===== src/rtl/cn_arith_pkg.sv =====
// Shared arithmetic-unit definitions: default datapath width, divider
// FSM state encoding and the divide-by-zero quotient constant.
package cn_arith_pkg;

  localparam int ARITH_WIDTH = 8;

  typedef enum logic [1:0] {
    DIV_IDLE = 2'd0,
    DIV_RUN  = 2'd1,
    DIV_DONE = 2'd2
  } div_state_e;

  localparam logic [ARITH_WIDTH-1:0] DIV0_QUOTIENT = '1;

endpackage : cn_arith_pkg


===== src/rtl/restoring_divider_8bit_div_step.sv =====
// One iteration of restoring division: shift the next dividend bit into
// the partial remainder, trial-subtract the divisor, keep or restore.
module div_step #(
  parameter int WIDTH = 8
) (
  input  logic [WIDTH-1:0] r,
  input  logic [WIDTH-1:0] q,
  input  logic [WIDTH-1:0] d,
  output logic [WIDTH-1:0] r_next,
  output logic [WIDTH-1:0] q_next
);

  logic [WIDTH:0] r_shift;
  logic [WIDTH:0] trial;

  // Shift-subtract-restore. The partial remainder stays below the divisor,
  // so the kept value (trial or restored shift) always fits in WIDTH bits.
  always_comb begin
    r_shift = {r, q[WIDTH-1]};
    trial   = r_shift - {1'b0, d};
    if (!trial[WIDTH]) begin
      r_next = trial[WIDTH-1:0];
      q_next = {q[WIDTH-2:0], 1'b1};
    end else begin
      r_next = r_shift[WIDTH-1:0];
      q_next = {q[WIDTH-2:0], 1'b0};
    end
  end

endmodule : div_step


===== src/rtl/restoring_divider_8bit.sv =====
// Sequential unsigned restoring divider, one quotient bit per clock, with a
// start/done handshake. Results are held until the next accepted start.
module restoring_divider_8bit
  import cn_arith_pkg::*;
#(
  parameter int WIDTH = ARITH_WIDTH
) (
  input  logic             clk,
  input  logic             rst_n,
  input  logic             start,
  input  logic [WIDTH-1:0] dividend,
  input  logic [WIDTH-1:0] divisor,
  output logic             busy,
  output logic             done,
  output logic [WIDTH-1:0] quotient,
  output logic [WIDTH-1:0] remainder,
  output logic             div_by_zero
);

  localparam int CW = $clog2(WIDTH + 1);

  div_state_e       state_q, state_d;
  logic [CW-1:0]    cnt_q, cnt_d;
  logic [WIDTH-1:0] r_q, r_d;
  logic [WIDTH-1:0] q_q, q_d;
  logic [WIDTH-1:0] d_q, d_d;
  logic [WIDTH-1:0] quotient_q, quotient_d;
  logic [WIDTH-1:0] remainder_q, remainder_d;
  logic             dbz_q, dbz_d;
  logic [WIDTH-1:0] r_step, q_step;

  div_step #(.WIDTH(WIDTH)) u_step (
    .r      (r_q),
    .q      (q_q),
    .d      (d_q),
    .r_next (r_step),
    .q_next (q_step)
  );

  // Next-state, iteration and result-capture logic.
  always_comb begin
    // NOTE: every signal gets its hold value first, so no path leaves one
    // unassigned and no latch is inferred.
    state_d     = state_q;
    cnt_d       = cnt_q;
    r_d         = r_q;
    q_d         = q_q;
    d_d         = d_q;
    quotient_d  = quotient_q;
    remainder_d = remainder_q;
    dbz_d       = dbz_q;
    case (state_q)
      DIV_IDLE: begin
        if (start) begin
          r_d   = '0;
          q_d   = dividend;
          d_d   = divisor;
          cnt_d = '0;
          if (divisor == '0) begin
            // Zero divisor skips iteration; results are published on this edge.
            state_d     = DIV_DONE;
            quotient_d  = DIV0_QUOTIENT;
            remainder_d = dividend;
            dbz_d       = 1'b1;
          end else begin
            state_d = DIV_RUN;
          end
        end
      end
      DIV_RUN: begin
        r_d   = r_step;
        q_d   = q_step;
        cnt_d = cnt_q + CW'(1);
        if (cnt_q == CW'(WIDTH - 1)) begin
          // Final step: publish the results on the DONE entry edge so they
          // are valid in the cycle done is high.
          state_d     = DIV_DONE;
          quotient_d  = q_step;
          remainder_d = r_step;
          dbz_d       = 1'b0;
        end
      end
      DIV_DONE: state_d = DIV_IDLE;
      default:  state_d = DIV_IDLE;
    endcase
  end

  // State and result registers with asynchronous clear.
  always_ff @(posedge clk or negedge rst_n) begin
    if (!rst_n) begin
      state_q     <= DIV_IDLE;
      cnt_q       <= '0;
      r_q         <= '0;
      q_q         <= '0;
      d_q         <= '0;
      quotient_q  <= '0;
      remainder_q <= '0;
      dbz_q       <= 1'b0;
    end else begin
      // NOTE: non-blocking assignments so all registers update together
      // from the values present before the edge.
      state_q     <= state_d;
      cnt_q       <= cnt_d;
      r_q         <= r_d;
      q_q         <= q_d;
      d_q         <= d_d;
      quotient_q  <= quotient_d;
      remainder_q <= remainder_d;
      dbz_q       <= dbz_d;
    end
  end

  assign busy        = (state_q != DIV_IDLE);
  assign done        = (state_q == DIV_DONE);
  assign quotient    = quotient_q;
  assign remainder   = remainder_q;
  assign div_by_zero = dbz_q;

endmodule : restoring_divider_8bit


===== config.mk =====
export PLATFORM = sky130hd
export DESIGN_NAME = restoring_divider_8bit
export DESIGN_NICKNAME = d
export VERILOG_FILES = /design/src/rtl/cn_arith_pkg.sv /design/src/rtl/restoring_divider_8bit_div_step.sv /design/src/rtl/restoring_divider_8bit.sv
export SDC_FILE = /design/constraint.sdc
export NUM_CORES = 1
export LEC_CHECK = 0
export ABC_AREA = 1
export CORE_ASPECT_RATIO = 0.7
export CORE_MARGIN = 3
export CORE_UTILIZATION = 50
export CTS_BUF_LIST = sky130_fd_sc_hd__clkbuf_16
export DETAILED_ROUTE_END_ITERATION = 10
export PLACE_DENSITY = 0.74
export SLEW_MARGIN = 20
export SYNTH_ARGS = -nofsm -noshare
export SYNTH_HDL_FRONTEND = slang
export SYNTH_SLANG_ARGS = --single-unit

===== constraint.sdc =====
create_clock -name clk -period 4.8 [get_ports clk]
set_input_delay 1.2 -clock clk [delete_from_list [all_inputs] [get_ports clk]]
set_output_delay 1.2 -clock clk [all_outputs]
set_load 0.02 [all_outputs]

== Yosys cells after proc, flatten, opt, wreduce, memory -nomap -nowiden ==
Cells that the tools add are included.

* Mux-type cells: 24
* Equality and inequality tests: 6
* Reductions and logical operators: 8
* Add/sub/neg operators: 2

{| class="wikitable"
|+ Operators by type and width
! operator !! number
|-
| 2-to-1 mux 8 bit || 9
|-
| case mux 8 bit (2 select lines) || 4
|-
| subtractor 9 x 8 -> 9 bit || 1
|-
| logical NOT 8 bit || 1
|-
| case mux 4 bit (2 select lines) || 1
|-
| 2-to-1 mux 2 bit || 3
|-
| != test 2 bit, second input constant || 3
|-
| AND reduction 2 bit || 3
|-
| adder 4 x 1 -> 4 bit, second input constant || 1
|-
| equality test 4 x 3 -> 1 bit, second input constant || 1
|-
| 2-to-1 mux 1 bit || 4
|-
| 2-to-1 mux 4 bit || 1
|-
| case mux 2 bit (2 select lines) || 1
|-
| AND reduction 4 bit || 1
|-
| nonzero test 2 bit || 2
|-
| equality test 2 x 1 -> 1 bit, second input constant || 1
|-
| equality test 2 bit, second input constant || 1
|-
| logical NOT 2 bit || 1
|-
| case mux 1 bit (2 select lines) || 1
|}

* Output and inout bits: 19
* Input bits: 19
* Bits in registers: 47
* Word-level logic and storage cells: 48

== Longest topological paths before layout ==
* Word-level depth: 4
* Depth in mapped cells: 14
* Mapped depth without buffers: 14

== Hierarchy ==
Synthesis repeated with hierarchy kept, for this count alone.

* Cell total of the unflattened synthesis: 368
* Area total of the unflattened synthesis: 2,752.6 µm²

{| class="wikitable"
|+ Modules (own cells, without submodules)
! module !! cells an instance !! seq. area each (µm²) !! times used !! area each (µm²)
|-
| restoring_divider_8bit || 256 || 1,176.1 || 1 || 2,112.0
|-
| div_step || 112 || 0.0 || 1 || 640.6
|}

== Least setup slack after synthesis ==
No wires, ideal clock.

* Path type: input-to-reg
* Start: in divisor[6]
* End: reg quotient_q[5], in the netlist quotient[5]
* Data arrival time: 2.037 ns
* Required time: 4.679 ns
* Setup slack: 2.642 ns
* Setup time: 0.121 ns
* Buffers on the path: 1
* Stages on the path: 8
* Cells stage by stage: inv_1 > nand4_1 > nor2_2 > nor2_1 > nor2_4 > buf_6 > nand2_4 > o22a_1

* Cells in the longest elaborated chain, start to end: 3

{| class="wikitable"
|+ RTL lines
! element !! RTL line !! text
|-
| start, declared || restoring_divider_8bit.sv:12 || <nowiki>input logic [WIDTH-1:0] divisor,</nowiki>
|-
| logical NOT 8 bit || restoring_divider_8bit.sv:59 || <nowiki>if (divisor == '0) begin</nowiki>
|-
| != test 2 bit (no line) || - ||
|-
| AND reduction 4 bit (no line) || - ||
|-
| end signal, assigned || restoring_divider_8bit.sv:107 || <nowiki>quotient_q <= quotient_d;</nowiki>
|-
| end, declared || restoring_divider_8bit.sv:27 || <nowiki>logic [WIDTH-1:0] quotient_q, quotient_d;</nowiki>
|}

Every way passes these cells.
A chain may end at the register's enable or synchronous reset.

== Final worst setup path ==
* Start: reg state_q[0]
* End: out busy

* Cells in the longest elaborated chain, start to end: 1

{| class="wikitable"
|+ RTL lines
! element !! RTL line !! text
|-
| start, declared || restoring_divider_8bit.sv:22 || <nowiki>div_state_e state_q, state_d;</nowiki>
|-
| start signal, assigned || restoring_divider_8bit.sv:102 || <nowiki>state_q <= state_d;</nowiki>
|-
| nonzero test 2 bit || restoring_divider_8bit.sv:113 || <nowiki>assign busy = (state_q != DIV_IDLE);</nowiki>
|-
| end, declared || restoring_divider_8bit.sv:13 || <nowiki>output logic busy,</nowiki>
|}

Every way passes these cells.

==> reports/metrics.cfg <==
[run_status]
status=finished, final reports clean

[placement]
place.gp.congestion=0.8238
dp.cells=427
dp_hpwl_um=4324
numPortBuffers=37

[synth]
ys_ff_latch=47
yosysMostFrequentCell=nand2_1
synthesis.area_mm2=0.002649
synthFlopType=dfrtp_1
synth_top_cells_by_count=71 x nand2_1, 59 x inv_1, 47 x dfrtp_1
seq_area_frac_synth=0.4440
ys_warn_count=0
synth_edf_count=0
synth_nets=357
synthArstFlopShare=1.000
synth_top_cell_area_share=0.4440
syn-instance-count=328
avgSynthCellArea_um2=8.076
synth.distinct_cells=35
synth_top_area_cell=dfrtp_1
synth.area.top_cells=dfrtp_1 44%, nand2_1 10%, inv_1 8.4%

[min_path]
min_from=d_q[3]
min_to=d_q[3]
hold_depth=2
hp-class=register to register

[timing]
setup_viol=0
finClkSkew_ps=8.244
fin_crit_sh=0.5751
tightest_slew_ps=589.6
fin_setup_tns_ps=0
slew_violations=0
slew_headroom=0.6069
finalHoldViolations=0
grt_setup_unrepaired=false
fin_crit_ps=2761
max_freq_mhz=362.2

[setup_path]
r2r_end=remainder[7]
worst_r2r_path_depth=14
crit_type=register to output pin
cp_data_arrival_time_ps=1560
path_max_fanout=4
required_ps=3600
start_kind=register
r2r_slack_ps=2680
endpoint_kind=output pin
rr_startpoint=q_q[7]

[cells_and_area]
drive_above_1_share=0.09563
fin_nets=394
area_growth_pct=21.73
nFillCells=456
n_antenna_cell=0
fin_cells=435

[clock_tree]
cts_htree_levels=2
cts_hold_buf=0
clkTransAtPathRegs_ps=60
insertion_delay_ps=290
postCtsSetupBuffers=0
clock_sinks=47
clockRootBuffer=clkbuf_16
numCtsBuffers=5
tritoncts=done
cts_buffer_depth=2
post_cts_resized=0

[die]
core_region_area_mm2=0.004940
die_y_um=66.90
die_area_mm2=0.006221
start_util=0.5362
num_io_pins=38
placementRows=21
fp.dieW_um=93.00

[global_routing]
antenna_found_initial=0
grt_pass1_vias=2166
grt_pass1_wl_um=10340
grt_max_degree=48
grt_use_total=0.2152
grt-ovfl-total=0

[drt]
antenna_left=0
via_per_inst=5.124
via_count=2229
routedWlPerCell_um=13.62
routed_wl_um=5923
drcViolationCount=0
drt_iter0_drc=124
drt_pass1_iterations=4

[power_and_ir_drop]
p_total_mw=2.475
cellPowerDensity_mw_per_mm2=767.5
leakagePower_nw=1.654
ir_worst_vdd_mv=0.4052

[job]
cap_violations=0

[layout make-up]
type	count	area [um2]	area share
Tap cell	69	86.33	0.02678
Timing Repair Buffer	37	367.9	0.1141
Sequential cell	47	1176	0.3648
Clock inverter	3	42.54	0.01319
Inverter	63	244.0	0.07567
Clock buffer	5	125.1	0.03880
Multi-Input combinational cell	211	1182	0.3667
[through the flow]
step | utilization | instance area (um2) | hold WS, ps | setup WS, ps
after floorplan | - | 2649 | 453.0 | 2642
after global placement | 0.6183 | 3054 | 470.3 | 1935
after detailed placement | 0.6183 | 3054 | 479.5 | 1874
after CTS | 0.6522 | 3222 | 492.5 | 2039
after global routing | 0.6527 | 3224 | 511.6 | 1927
final | 0.6527 | 3224 | 491.4 | 2039
[state kept, by name, summed over array words and instances, names as in the netlist]
name         cells
cnt_q            4
d_q              8
div_by_zero      1
q_q              8
quotient         8
r_q              8
remainder        8
state_q          2
[placed cells by master (no fill, tap or decap), drive strengths merged, types with 5 or more instances in the layout]
cell type      netlist  final
inv                 62     63
nand3               40     40
clkdlybuf4s50        0     36
o21ai               11     11
clkbuf               1      5
or2                  9      9
nand2               81     81
a21oi               11     11
nor2                28     28
ha                   9      9
o221ai               5      5
dfrtp               47     47
[worst max-delay path, cell delays in order, from the launching register on]
cell	delay [ps]
dfrtp_1	420
nor2_1	90
inv_1	140
clkdlybuf4s50_1	630
[cells by family after synthesis]
kind of cell	Yosys count	share of synthesized area
buffers and inverters	70	0.1096
adder cells (fa/ha/maj)	10	0.05007
AO/OA/AOI/OAI	36	0.1001
flip-flops	47	0.4440
XOR/XNOR	4	0.01323
AND/OR/NAND/NOR	161	0.2830
[report_power, final]
group	total, mW	internal, mW	switching, mW	leakage (nW)
Combinational	1.39	0.531	0.856	1.01
Sequential	0.692	0.577	0.115	0.561
Clock	0.396	0.246	0.150	0.0818
Total	2.47	1.35	1.12	1.65
[worst max-delay path by stage]
stage / startpoint / endpoint / depth (start not counted)
after floorplan: divisor[6] / quotient[5] / 8
after global routing: state_q[0] / busy / 3
final: state_q[0] / busy / 3
after detailed placement: divisor[6] / quotient[1] / 9
after global placement: divisor[6] / quotient[7] / 9
after CTS: state_q[0] / busy / 3
[per-layer routing]
metal | global-route usage | up-vias | routed length [um]
met5 | 0 | - | 0
met4 | 0.07678 | 0 | 69
met3 | 0.03612 | 6 | 365
met2 | 0.3247 | 76 | 2584
met1 | 0.3112 | 1037 | 2903
li1 | - | 1110 | -
Power figures use the tool's default switching activity.
